File: src/rtl/cotm32_hazard_ctrl.sv
// Pipeline hazard sequencer for the 5-stage core: stage valids, register enables/flushes,
// operand forwarding, PC select, interlocks, memory freeze, trap sequencing and a stall counter.

package cotm32_hazard_pkg;

  typedef enum logic [1:0] {
    FWD_NONE  = 2'd0,
    FWD_EXMEM = 2'd1,
    FWD_MEMWB = 2'd2
  } forward_src_t;

  localparam logic [1:0] PC_SEQ    = 2'd0;
  localparam logic [1:0] PC_BRANCH = 2'd1;
  localparam logic [1:0] PC_TRAP   = 2'd2;

endpackage

module cotm32_hazard_ctrl
  import cotm32_hazard_pkg::*;
#(
  parameter  int unsigned NUM_REGS  = 32,
  parameter  int unsigned CNT_WIDTH = 32,
  localparam int unsigned RA        = $clog2(NUM_REGS)
) (
  input  logic                 clk,
  input  logic                 rst,
  input  logic                 imem_ready,
  input  logic                 dmem_busy,
  input  logic [RA-1:0]        id_rs1_addr,
  input  logic                 id_rs1_used,
  input  logic [RA-1:0]        id_rs2_addr,
  input  logic                 id_rs2_used,
  input  logic                 id_is_csr,
  input  logic [RA-1:0]        idex_rs1_addr,
  input  logic [RA-1:0]        idex_rs2_addr,
  input  logic [RA-1:0]        idex_rd_addr,
  input  logic                 idex_regfile_we,
  input  logic                 idex_csr_we,
  input  logic                 idex_late,
  input  logic [RA-1:0]        exmem_rd_addr,
  input  logic                 exmem_regfile_we,
  input  logic                 exmem_csr_we,
  input  logic [RA-1:0]        memwb_rd_addr,
  input  logic                 memwb_regfile_we,
  input  logic                 ex_redirect,
  input  logic                 trap_req,
  output logic                 pc_we,
  output logic                 ifid_we,
  output logic                 idex_we,
  output logic                 exmem_we,
  output logic                 memwb_we,
  output logic                 ifid_flush,
  output logic                 idex_flush,
  output logic                 exmem_flush,
  output logic                 memwb_flush,
  output logic [1:0]           pc_sel,
  output forward_src_t         fwd_a_sel,
  output forward_src_t         fwd_b_sel,
  output logic                 v_ifid,
  output logic                 v_idex,
  output logic                 v_exmem,
  output logic                 v_memwb,
  output logic [CNT_WIDTH-1:0] stall_cnt
);

  typedef enum logic [1:0] {
    ST_RUN         = 2'd0,
    ST_TRAP_WAIT   = 2'd1,
    ST_TRAP_REFILL = 2'd2
  } trap_state_t;

  trap_state_t          r_state;
  logic                 r_v_ifid;
  logic                 r_v_idex;
  logic                 r_v_exmem;
  logic                 r_v_memwb;
  logic [CNT_WIDTH-1:0] r_stall_cnt;

  logic w_if_valid;
  logic w_rs1_hit;
  logic w_rs2_hit;
  logic w_use_stall;
  logic w_csr_stall;
  logic w_redirect;
  logic w_trap_go;

  // EXMEM has the younger result, so it wins over MEMWB; x0 is never forwarded.
  function automatic forward_src_t fwd_pick(
    input logic [RA-1:0] src,
    input logic          exmem_hit_ok,
    input logic [RA-1:0] exmem_rd,
    input logic          memwb_hit_ok,
    input logic [RA-1:0] memwb_rd
  );
    forward_src_t sel;
    sel = FWD_NONE;
    if (src != '0) begin
      if (exmem_hit_ok && (exmem_rd == src))      sel = FWD_EXMEM;
      else if (memwb_hit_ok && (memwb_rd == src)) sel = FWD_MEMWB;
    end
    return sel;
  endfunction

  always_comb begin : p_fwd
    fwd_a_sel = fwd_pick(idex_rs1_addr, r_v_exmem & exmem_regfile_we, exmem_rd_addr,
                         r_v_memwb & memwb_regfile_we, memwb_rd_addr);
    fwd_b_sel = fwd_pick(idex_rs2_addr, r_v_exmem & exmem_regfile_we, exmem_rd_addr,
                         r_v_memwb & memwb_regfile_we, memwb_rd_addr);
  end

  // Hazard detection: a late (LSU/CSR) result in EX cannot be forwarded to the ID consumer in time.
  assign w_rs1_hit   = id_rs1_used & (id_rs1_addr == idex_rd_addr);
  assign w_rs2_hit   = id_rs2_used & (id_rs2_addr == idex_rd_addr);
  assign w_use_stall = r_v_ifid & r_v_idex & idex_regfile_we & idex_late &
                       (idex_rd_addr != '0) & (w_rs1_hit | w_rs2_hit);
  assign w_csr_stall = r_v_ifid & id_is_csr &
                       ((r_v_idex & idex_csr_we) | (r_v_exmem & exmem_csr_we));
  assign w_redirect  = r_v_idex & ex_redirect;
  assign w_trap_go   = !dmem_busy &
                       (((r_state == ST_RUN) & r_v_exmem & trap_req) | (r_state == ST_TRAP_WAIT));
  assign w_if_valid  = imem_ready & (r_state == ST_RUN);

  // Priority: reset, trap, memory freeze, redirect, interlocks, fetch wait.
  always_comb begin : p_ctrl
    pc_we       = 1'b1;
    ifid_we     = 1'b1;
    idex_we     = 1'b1;
    exmem_we    = 1'b1;
    memwb_we    = 1'b1;
    ifid_flush  = 1'b0;
    idex_flush  = 1'b0;
    exmem_flush = 1'b0;
    memwb_flush = 1'b0;
    pc_sel      = PC_SEQ;
    if (rst) begin
      pc_we       = 1'b0;
      ifid_we     = 1'b0;
      idex_we     = 1'b0;
      exmem_we    = 1'b0;
      memwb_we    = 1'b0;
      ifid_flush  = 1'b1;
      idex_flush  = 1'b1;
      exmem_flush = 1'b1;
      memwb_flush = 1'b1;
    end else if (w_trap_go) begin
      pc_sel      = PC_TRAP;
      ifid_flush  = 1'b1;
      idex_flush  = 1'b1;
      exmem_flush = 1'b1;
      memwb_flush = 1'b1;
    end else if (dmem_busy) begin
      pc_we    = 1'b0;
      ifid_we  = 1'b0;
      idex_we  = 1'b0;
      exmem_we = 1'b0;
      memwb_we = 1'b0;
    end else if (w_redirect) begin
      pc_sel     = PC_BRANCH;
      ifid_flush = 1'b1;
      idex_flush = 1'b1;
    end else if (w_use_stall || w_csr_stall) begin
      pc_we      = 1'b0;
      ifid_we    = 1'b0;
      idex_flush = 1'b1;
    end else if (!imem_ready) begin
      pc_we      = 1'b0;
      ifid_flush = 1'b1;
    end
  end

  always_ff @(posedge clk or posedge rst) begin : p_trap_fsm
    if (rst) begin
      r_state <= ST_RUN;
    end else begin
      case (r_state)
        ST_RUN: begin
          if (r_v_exmem && trap_req) r_state <= dmem_busy ? ST_TRAP_WAIT : ST_TRAP_REFILL;
        end
        ST_TRAP_WAIT: begin
          if (!dmem_busy) r_state <= ST_TRAP_REFILL;
        end
        ST_TRAP_REFILL: r_state <= ST_RUN;
        default:        r_state <= ST_RUN;
      endcase
    end
  end

  // Stage valids: flush clears, enable advances from upstream, otherwise hold.
  always_ff @(posedge clk or posedge rst) begin : p_valids
    if (rst) begin
      r_v_ifid  <= 1'b0;
      r_v_idex  <= 1'b0;
      r_v_exmem <= 1'b0;
      r_v_memwb <= 1'b0;
    end else begin
      if (ifid_flush)       r_v_ifid  <= 1'b0;
      else if (ifid_we)     r_v_ifid  <= w_if_valid;
      if (idex_flush)       r_v_idex  <= 1'b0;
      else if (idex_we)     r_v_idex  <= r_v_ifid;
      if (exmem_flush)      r_v_exmem <= 1'b0;
      else if (exmem_we)    r_v_exmem <= r_v_idex;
      if (memwb_flush)      r_v_memwb <= 1'b0;
      else if (memwb_we)    r_v_memwb <= r_v_exmem;
    end
  end

  always_ff @(posedge clk or posedge rst) begin : p_stall_cnt
    if (rst)         r_stall_cnt <= '0;
    else if (!pc_we) r_stall_cnt <= r_stall_cnt + CNT_WIDTH'(1);
  end

  assign v_ifid    = r_v_ifid;
  assign v_idex    = r_v_idex;
  assign v_exmem   = r_v_exmem;
  assign v_memwb   = r_v_memwb;
  assign stall_cnt = r_stall_cnt;

endmodule

File: config.mk
export PLATFORM = sky130hd
export DESIGN_NAME = cotm32_hazard_ctrl
export DESIGN_NICKNAME = d
export VERILOG_FILES = /design/src/rtl/cotm32_hazard_ctrl.sv
export SDC_FILE = /design/constraint.sdc
export NUM_CORES = 1
export LEC_CHECK = 0
export CORE_ASPECT_RATIO = 0.8
export CORE_MARGIN = 2
export CORE_UTILIZATION = 28
export CTS_BUF_LIST = sky130_fd_sc_hd__clkbuf_8
export DETAILED_ROUTE_END_ITERATION = 8
export PLACE_DENSITY = 0.59
export SLEW_MARGIN = 10
export SYNTH_ARGS = -nofsm -noshare
export SYNTH_HDL_FRONTEND = slang
export SYNTH_SLANG_ARGS = --single-unit
File: constraint.sdc
create_clock -name clk -period 3.8 [get_ports clk]
set_input_delay 0.95 -clock clk [delete_from_list [all_inputs] [get_ports clk]]
set_output_delay 0.95 -clock clk [all_outputs]
set_load 0.01 [all_outputs]
==> results of run 1 <==
[state kept, by name, summed over array words and instances (netlist names)]
| name | cells |
|---|---|
| v_exmem | 1 |
| v_memwb | 1 |
| v_ifid | 1 |
| v_idex | 1 |
| r_state | 2 |
| stall_cnt | 32 |
[layout by cell type, fill, tap and decap left out, types with 2 or more instances in the layout]
cell type	count
inv_1	4
clkdlybuf4s50_1	91
a21oi_1	6
clkbuf_2	2
nor4_2	11
or2_1	2
nor2_1	16
buf_4	14
xor2_1	26
nor4_1	5
and3_1	2
dlygate4sd2_1	4
clkbuf_8	6
dlymetal6s2s_1	2
nand3_1	18
and4_1	2
a21oi_2	2
inv_2	4
nor3_1	9
and2_1	5
nand2_1	21
nand4_1	13
dfrtp_1	38
xnor2_1	33
or4_1	3
[how the worst max path moves through the flow]
stage	from	end	depth (start not counted)
floorplan	rst	pc_we	8
global placement	idex_rd_addr[3]	idex_flush	8
detailed placement	idex_rd_addr[3]	ifid_flush	7
CTS	idex_rd_addr[2]	idex_flush	9
global route	id_rs2_addr[3]	idex_flush	8
finish	trap_req	pc_sel[0]	6
[cell type report]
| class | count | area, um^2 |
|---|---|---|
| well taps | 112 | 140 |
| inverters | 9 | 37.5 |
| clock buffers | 6 | 82.6 |
| fillers | 820 | 4720 |
| flip-flops and latches | 38 | 951 |
| multi-input cells | 194 | 1390 |
| repair buffers | 114 | 1100 |
[per-stage QoR]
step | instances | hold slack, ns | total power, uW
3_3_place_gp | 467 | 0.466 | 957
5_1_grt | 473 | 0.488 | 1310
6_report | 473 | 0.478 | 1230
3_5_place_dp | 467 | 0.468 | 962
2_1_floorplan | 251 | 0.504 | 724
4_1_cts | 473 | 0.477 | 1240
[repair_timing]
item / 4_1_cts / 5_1_grt
gates cloned: 0 / 0
setup endpoints to repair: 4 / 7
pin swaps: 4 / 5
setup buffers: 0 / 0
gates resized for setup: 8 / 11
[logic make-up (layout without fill, tap and decap cells)]
group / Yosys count / in the layout / synth area share, %
AOI/OAI and AO/OA: 19 / 19 / 5.41
xor gates and xnor gates: 60 / 60 / 21.8
adders and majority gates: 1 / 1 / 0.520
buffers and inverters: 19 / 129 / 3.95
DFF: 38 / 38 / 39.5
and+or+nand+nor: 114 / 114 / 28.8
[metal layers]
metal / vias up / GRT usage [%]
met5: - / 0
met1: 1089 / 20.3
met4: 0 / 3.61
li1: 1103 / -
met2: 47 / 24.5
met3: 7 / 2.84
[worst max-delay path: stages]
cell	delay, ns
clkdlybuf4s50_1	0.44
a21oi_1	0.18
or2_1	0.24
buf_4	0.15
nor3b_1	0.17
clkdlybuf4s50_1	0.58
[power by group through the flow]
| stage | logic, uW | clock network (uW) | registers, uW |
|---|---|---|---|
| 3_5_place_dp | 426 | 0 | 536 |
| 4_1_cts | 425 | 286 | 530 |
| 3_3_place_gp | 421 | 0 | 536 |
| 5_1_grt | 459 | 305 | 541 |
| 2_1_floorplan | 175 | 0 | 549 |
| 6_report | 422 | 276 | 531 |
==> metrics, run 1 <==
DR iter-0 viols=93; Post-DP Area=3600 um^2; Met1 Wirelength=3.27 mm; first-pass GRT wire length=11.1 mm; pwr/cell area=approximately 330 nW/um^2; worst hold start=stall_cnt[31]$_DFFE_PP0N_; top post-synthesis cells by count=dfrtp_1 (38), xnor2_1 (33), xor2_1 (27); antenna diode count=0; power share of the sequential group=43.2%; Relative slew margins=roughly 68%; r2r startpoint=stall_cnt[3]$_DFFE_PP0N_; Setup CP Type=input pin to output port; CTS sink cnt=38; Initial Util=28.6%; min Tclk post-route=3.66 ns; Clock Skew=0.00340 ns; WHS Path Cells=1; Seq/Total Area, Yosys=about two fifths; Top Metal Used=met4; site row count=30; status=completed; Final nets=413; Hold Path End=stall_cnt[31]$_DFFE_PP0N_; Net Switching=406 uW; CORE AREA=8410 um^2; Worst-Skew Late Latency=~0.29 ns; Hold Path Class=flop to flop; P_leak=0.00134 uW; H-tree levels=2; Clk pin slew, worst setup/hold paths=0.07 ns; Finished Cell Area=3690 um^2; Synth cell types=42; post-route setup slack=0.144 ns; Worst VDD drop=0.000301 V; crit share post-route=96.2%; setup TNS=0 ns; Die Y-Extent=a little under 90 um; part of the power in the clock network=22.5%; WL/cell=14.3 um; Crit Path Max Fanout=6; I/O pin total=between 100 and 150; met2 WL=3.16 mm; Detailed Route WL=6.78 mm; Syn Nets=302; final max-slew violation count=0; most used flip-flop cell after synthesis=dfrtp_1; post-synth top area share=39.5%; FF-to-FF setup slack=1.57 ns; proportion of layout cells with a drive suffix above 1=12.7%; remaining global-route overflow=0; Post-Syn Area per Cell=9.59 um^2; Synth Register Bits=38; cts hold-fix bufs=0; pre-CTS WS=-0.298 ns; Vias=roughly 2,200; Synth Warn #=0; Final Hold Fails=0; Total GRT Usage=14.9%; Worst-Margin Slew=0.485 ns; dpl hpwl=5.22 mm; Worst setup EP type=output port; RSZ-0062 raised after global routing=no; TritonCTS clock tree=done; cells after synthesis=251; RR Endpoint=stall_cnt[28]$_DFFE_PP0N_; Port Buf Inserts=100; Comb pwr share=34.3%; cell taking the most area after synthesis=dfrtp_1; CTS Buf Count=5; Setup violations, final=0; Vias/cell=4.75; f_max=274 MHz; Die Width=108 um; CP startpoint kind=input pin; largest net degree at the start of global routing=39; Placer Congestion=0.867; synthesized cell area=2410 um^2; die area=9360 um^2; Critical Path RT=2.85 ns; final core utilization=a little over two fifths; met3 wire length=~280 um; sw frac=33.0%; synth-to-layout area growth=53.4%; Int Power=slightly above 800 uW; max-cap check violation count=0; ys async rst share=100%; vias in the first global route=2,290; number of synthesized flops with an enable pin=0; initial antenna violation count=0; 1st-pass router iterations=4; CP arrival=2.71 ns; count leader, synth=dfrtp_1; R2R cell count=6; clk root buf=clkbuf_8; DRC viols=0; clk buf depth=2; antenna-violating nets left=0; top cells by area, synth=dfrtp_1 (40%), xnor2_1 (12%), xor2_1 (9.8%)
Note: power is estimated with default switching activity, not from simulation.
==> run 2: changes to the inputs <==
--- a/config.mk
+++ b/config.mk
@@ -10,7 +10,7 @@
 export CORE_UTILIZATION = 28
 export CTS_BUF_LIST = sky130_fd_sc_hd__clkbuf_8
 export DETAILED_ROUTE_END_ITERATION = 8
-export PLACE_DENSITY = 0.59
+export PLACE_DENSITY = 0.63
 export SLEW_MARGIN = 10
 export SYNTH_ARGS = -nofsm -noshare
 export SYNTH_HDL_FRONTEND = slang
==> run 2 against run 1 <==
Worst hold slack got worse by 0.0019 ns; clock skew is 0.0031 ns higher; routed wire length is 0.52% lower; critical path type unchanged; combinational power barely moved; non-clock buffer count is 1 higher; global-route usage decreased by 0.21 points; register-to-register slack about the same; count of clock-buffer cells in the layout decreased by 1; critical path depth up 1; sequential share of layout area is 0.12 points lower; via count is essentially flat.
==> metrics, run 2 (same netlist as run 1, synthesis figures left out) <==
DR iter-0 viols=63 (-32%); Worst setup EP type=output port; pwr/cell area=324 nW/um^2 (-2.6%); Setup CP Type=input pin to output port; Detailed Route WL=6.75 mm (-0.52%); clk root buf=clkbuf_8; area of the multi-input gates=1410 um^2 (+1.4%); Hold Path Class=flop to flop; CORE AREA=8410 um^2 (unchanged); 1st-pass router iterations=4 (unchanged); r2r startpoint=stall_cnt[3]$_DFFE_PP0N_; Power, Total=1200 uW (-2.2%); Initial Util=28.6% (unchanged); min Tclk post-route=3.70 ns (+0.0431 ns); P_leak=0.00135 uW (+0.24%); Setup violations, final=0 (unchanged); synth-to-layout area growth=54.1%; WL/cell=14.2 um (-0.93%); final core utilization=44.1% (+0.21 points); Clock Skew=0.00649 ns (+0.00309 ns); Critical Path RT=2.85 ns (about the same); # fillers=847 (+3.3%); FF-to-FF setup slack=1.57 ns (about the same); antenna-violating nets left=0 (unchanged); commonest non-fill, non-tap cell in the layout=clkdlybuf4s50_1; H-tree levels=2 (unchanged); Total GRT Usage=14.7% (-0.21 points); RSZ-0062 raised after global routing=no; remaining global-route overflow=0 (unchanged); Worst VDD drop=0.000419 V (+39%); R2R cell count=6 (unchanged); final max-slew violation count=0 (unchanged); Final Hold Fails=0 (unchanged); register area=951 um^2 (unchanged); Die Y-Extent=86.9 um (unchanged); CP endpoint=ifid_flush; setup TNS=0 ns (unchanged); initial antenna violation count=0 (unchanged); clk buf depth=2 (unchanged); Die Width=108 um (unchanged); max reg flops=32 (unchanged); crit share post-route=97.3% (+1.1 points); CP arrival=2.75 ns (+0.04 ns); I/O pin total=101 (unchanged); die area=9360 um^2 (unchanged); Worst-Skew Late Latency=0.28 ns (about the same); dpl hpwl=5.26 mm (+0.79%); vias in the first global route=2,246 (-1.9%); first-pass GRT wire length=11.0 mm (-0.86%); Crit Path Max Fanout=3 (-3); Vias/cell=4.73 (-0.38%); CP startpoint kind=input pin; largest net degree at the start of global routing=39 (unchanged); max-cap check violation count=0 (unchanged); DRC viols=0 (unchanged); Final nets=414 (+0.24%); RR Endpoint=stall_cnt[28]$_DFFE_PP0N_; status=completed; CP startpoint=id_rs1_addr[3]; antenna diode count=0 (unchanged); most frequent cells in the layout=clkdlybuf4s50_1 (92), dfrtp_1 (38), xnor2_1 (33); Relative slew margins=66.5% (-1.2 points); Post-DP Area=3600 um^2 (unchanged); Clk pin slew, worst setup/hold paths=0.07 ns (about the same); Vias=2,247 (+0.045%); Placer Congestion=0.846 (-2.4%); CTS Buf Count=5 (unchanged); Port Buf Inserts=100 (unchanged); Finished Cell Area=3710 um^2 (+0.47%); CTS sink cnt=38 (unchanged); TritonCTS clock tree=done; site row count=30 (unchanged); f_max=270 MHz (-1.2%); proportion of layout cells with a drive suffix above 1=13.5% (+0.76 points); Worst-Margin Slew=0.503 ns (+0.0180 ns)
[run 2: area by class of cell]
type / instances / share of cell area, %
timing repair buffer: 115 / 29.6
inverter: 9 / 1.01
multi-input combinational: 194 / 37.9
clock inverter: 2 / 0.202
sequential: 38 / 25.6
tap: 112 / 3.78
clock buffer: 5 / 1.85
[run 2: how the worst min path moves through the flow]
| stage | start | endpoint | slack, ns | cells after the start |
|---|---|---|---|---|
| 2_1_floorplan | stall_cnt[31]$_DFFE_PP0N_ | stall_cnt[31]$_DFFE_PP0N_ | 0.50 | 1 |
| 3_3_place_gp | stall_cnt[31]$_DFFE_PP0N_ | stall_cnt[31]$_DFFE_PP0N_ | 0.46 | 1 |
| 3_5_place_dp | stall_cnt[31]$_DFFE_PP0N_ | stall_cnt[31]$_DFFE_PP0N_ | 0.47 | 1 |
| 4_1_cts | stall_cnt[31]$_DFFE_PP0N_ | stall_cnt[31]$_DFFE_PP0N_ | 0.48 | 1 |
| 5_1_grt | stall_cnt[31]$_DFFE_PP0N_ | stall_cnt[31]$_DFFE_PP0N_ | 0.49 | 1 |
| 6_report | stall_cnt[31]$_DFFE_PP0N_ | stall_cnt[31]$_DFFE_PP0N_ | 0.48 | 1 |
[run 2: where the power goes]
group,switching (uW),internal [uW],leakage [uW]
registers,70.6,459,0.000462
logic,196,225,0.000839
clock network,132,121,0.0000466
[run 2: worst max-delay path, stage by stage]
cell,delay [ns]
clkdlybuf4s50_1,0.41
xor2_1,0.16
nor4_1,0.30
a32oi_1,0.18
o22a_2,0.26
a221o_1,0.34
clkbuf_2,0.14
[run 2: stage by stage]
step	instances	hold WS (ns)	setup WS, ns
2_1_floorplan	251	0.504	0.241
3_3_place_gp	467	0.461	-0.308
3_5_place_dp	467	0.470	-0.317
4_1_cts	475	0.480	0.0180
5_1_grt	475	0.491	0.0136
6_report	475	0.476	0.101
[run 2: layer usage]
layer  routed length [um]  track usage (%)
met5                    0                0
met4                   66             3.26
met3                  326             3.22
met2                 3170             23.5
met1                 3190             20.5
[run 2: what timing repair did]
item / 4_1_cts / 5_1_grt
endpoints found under the setup margin: 4 / 7
setup buffers: 1 / 0
pin swaps: 3 / 5
hold buffers: 0 / 0
resized for setup: 13 / 12
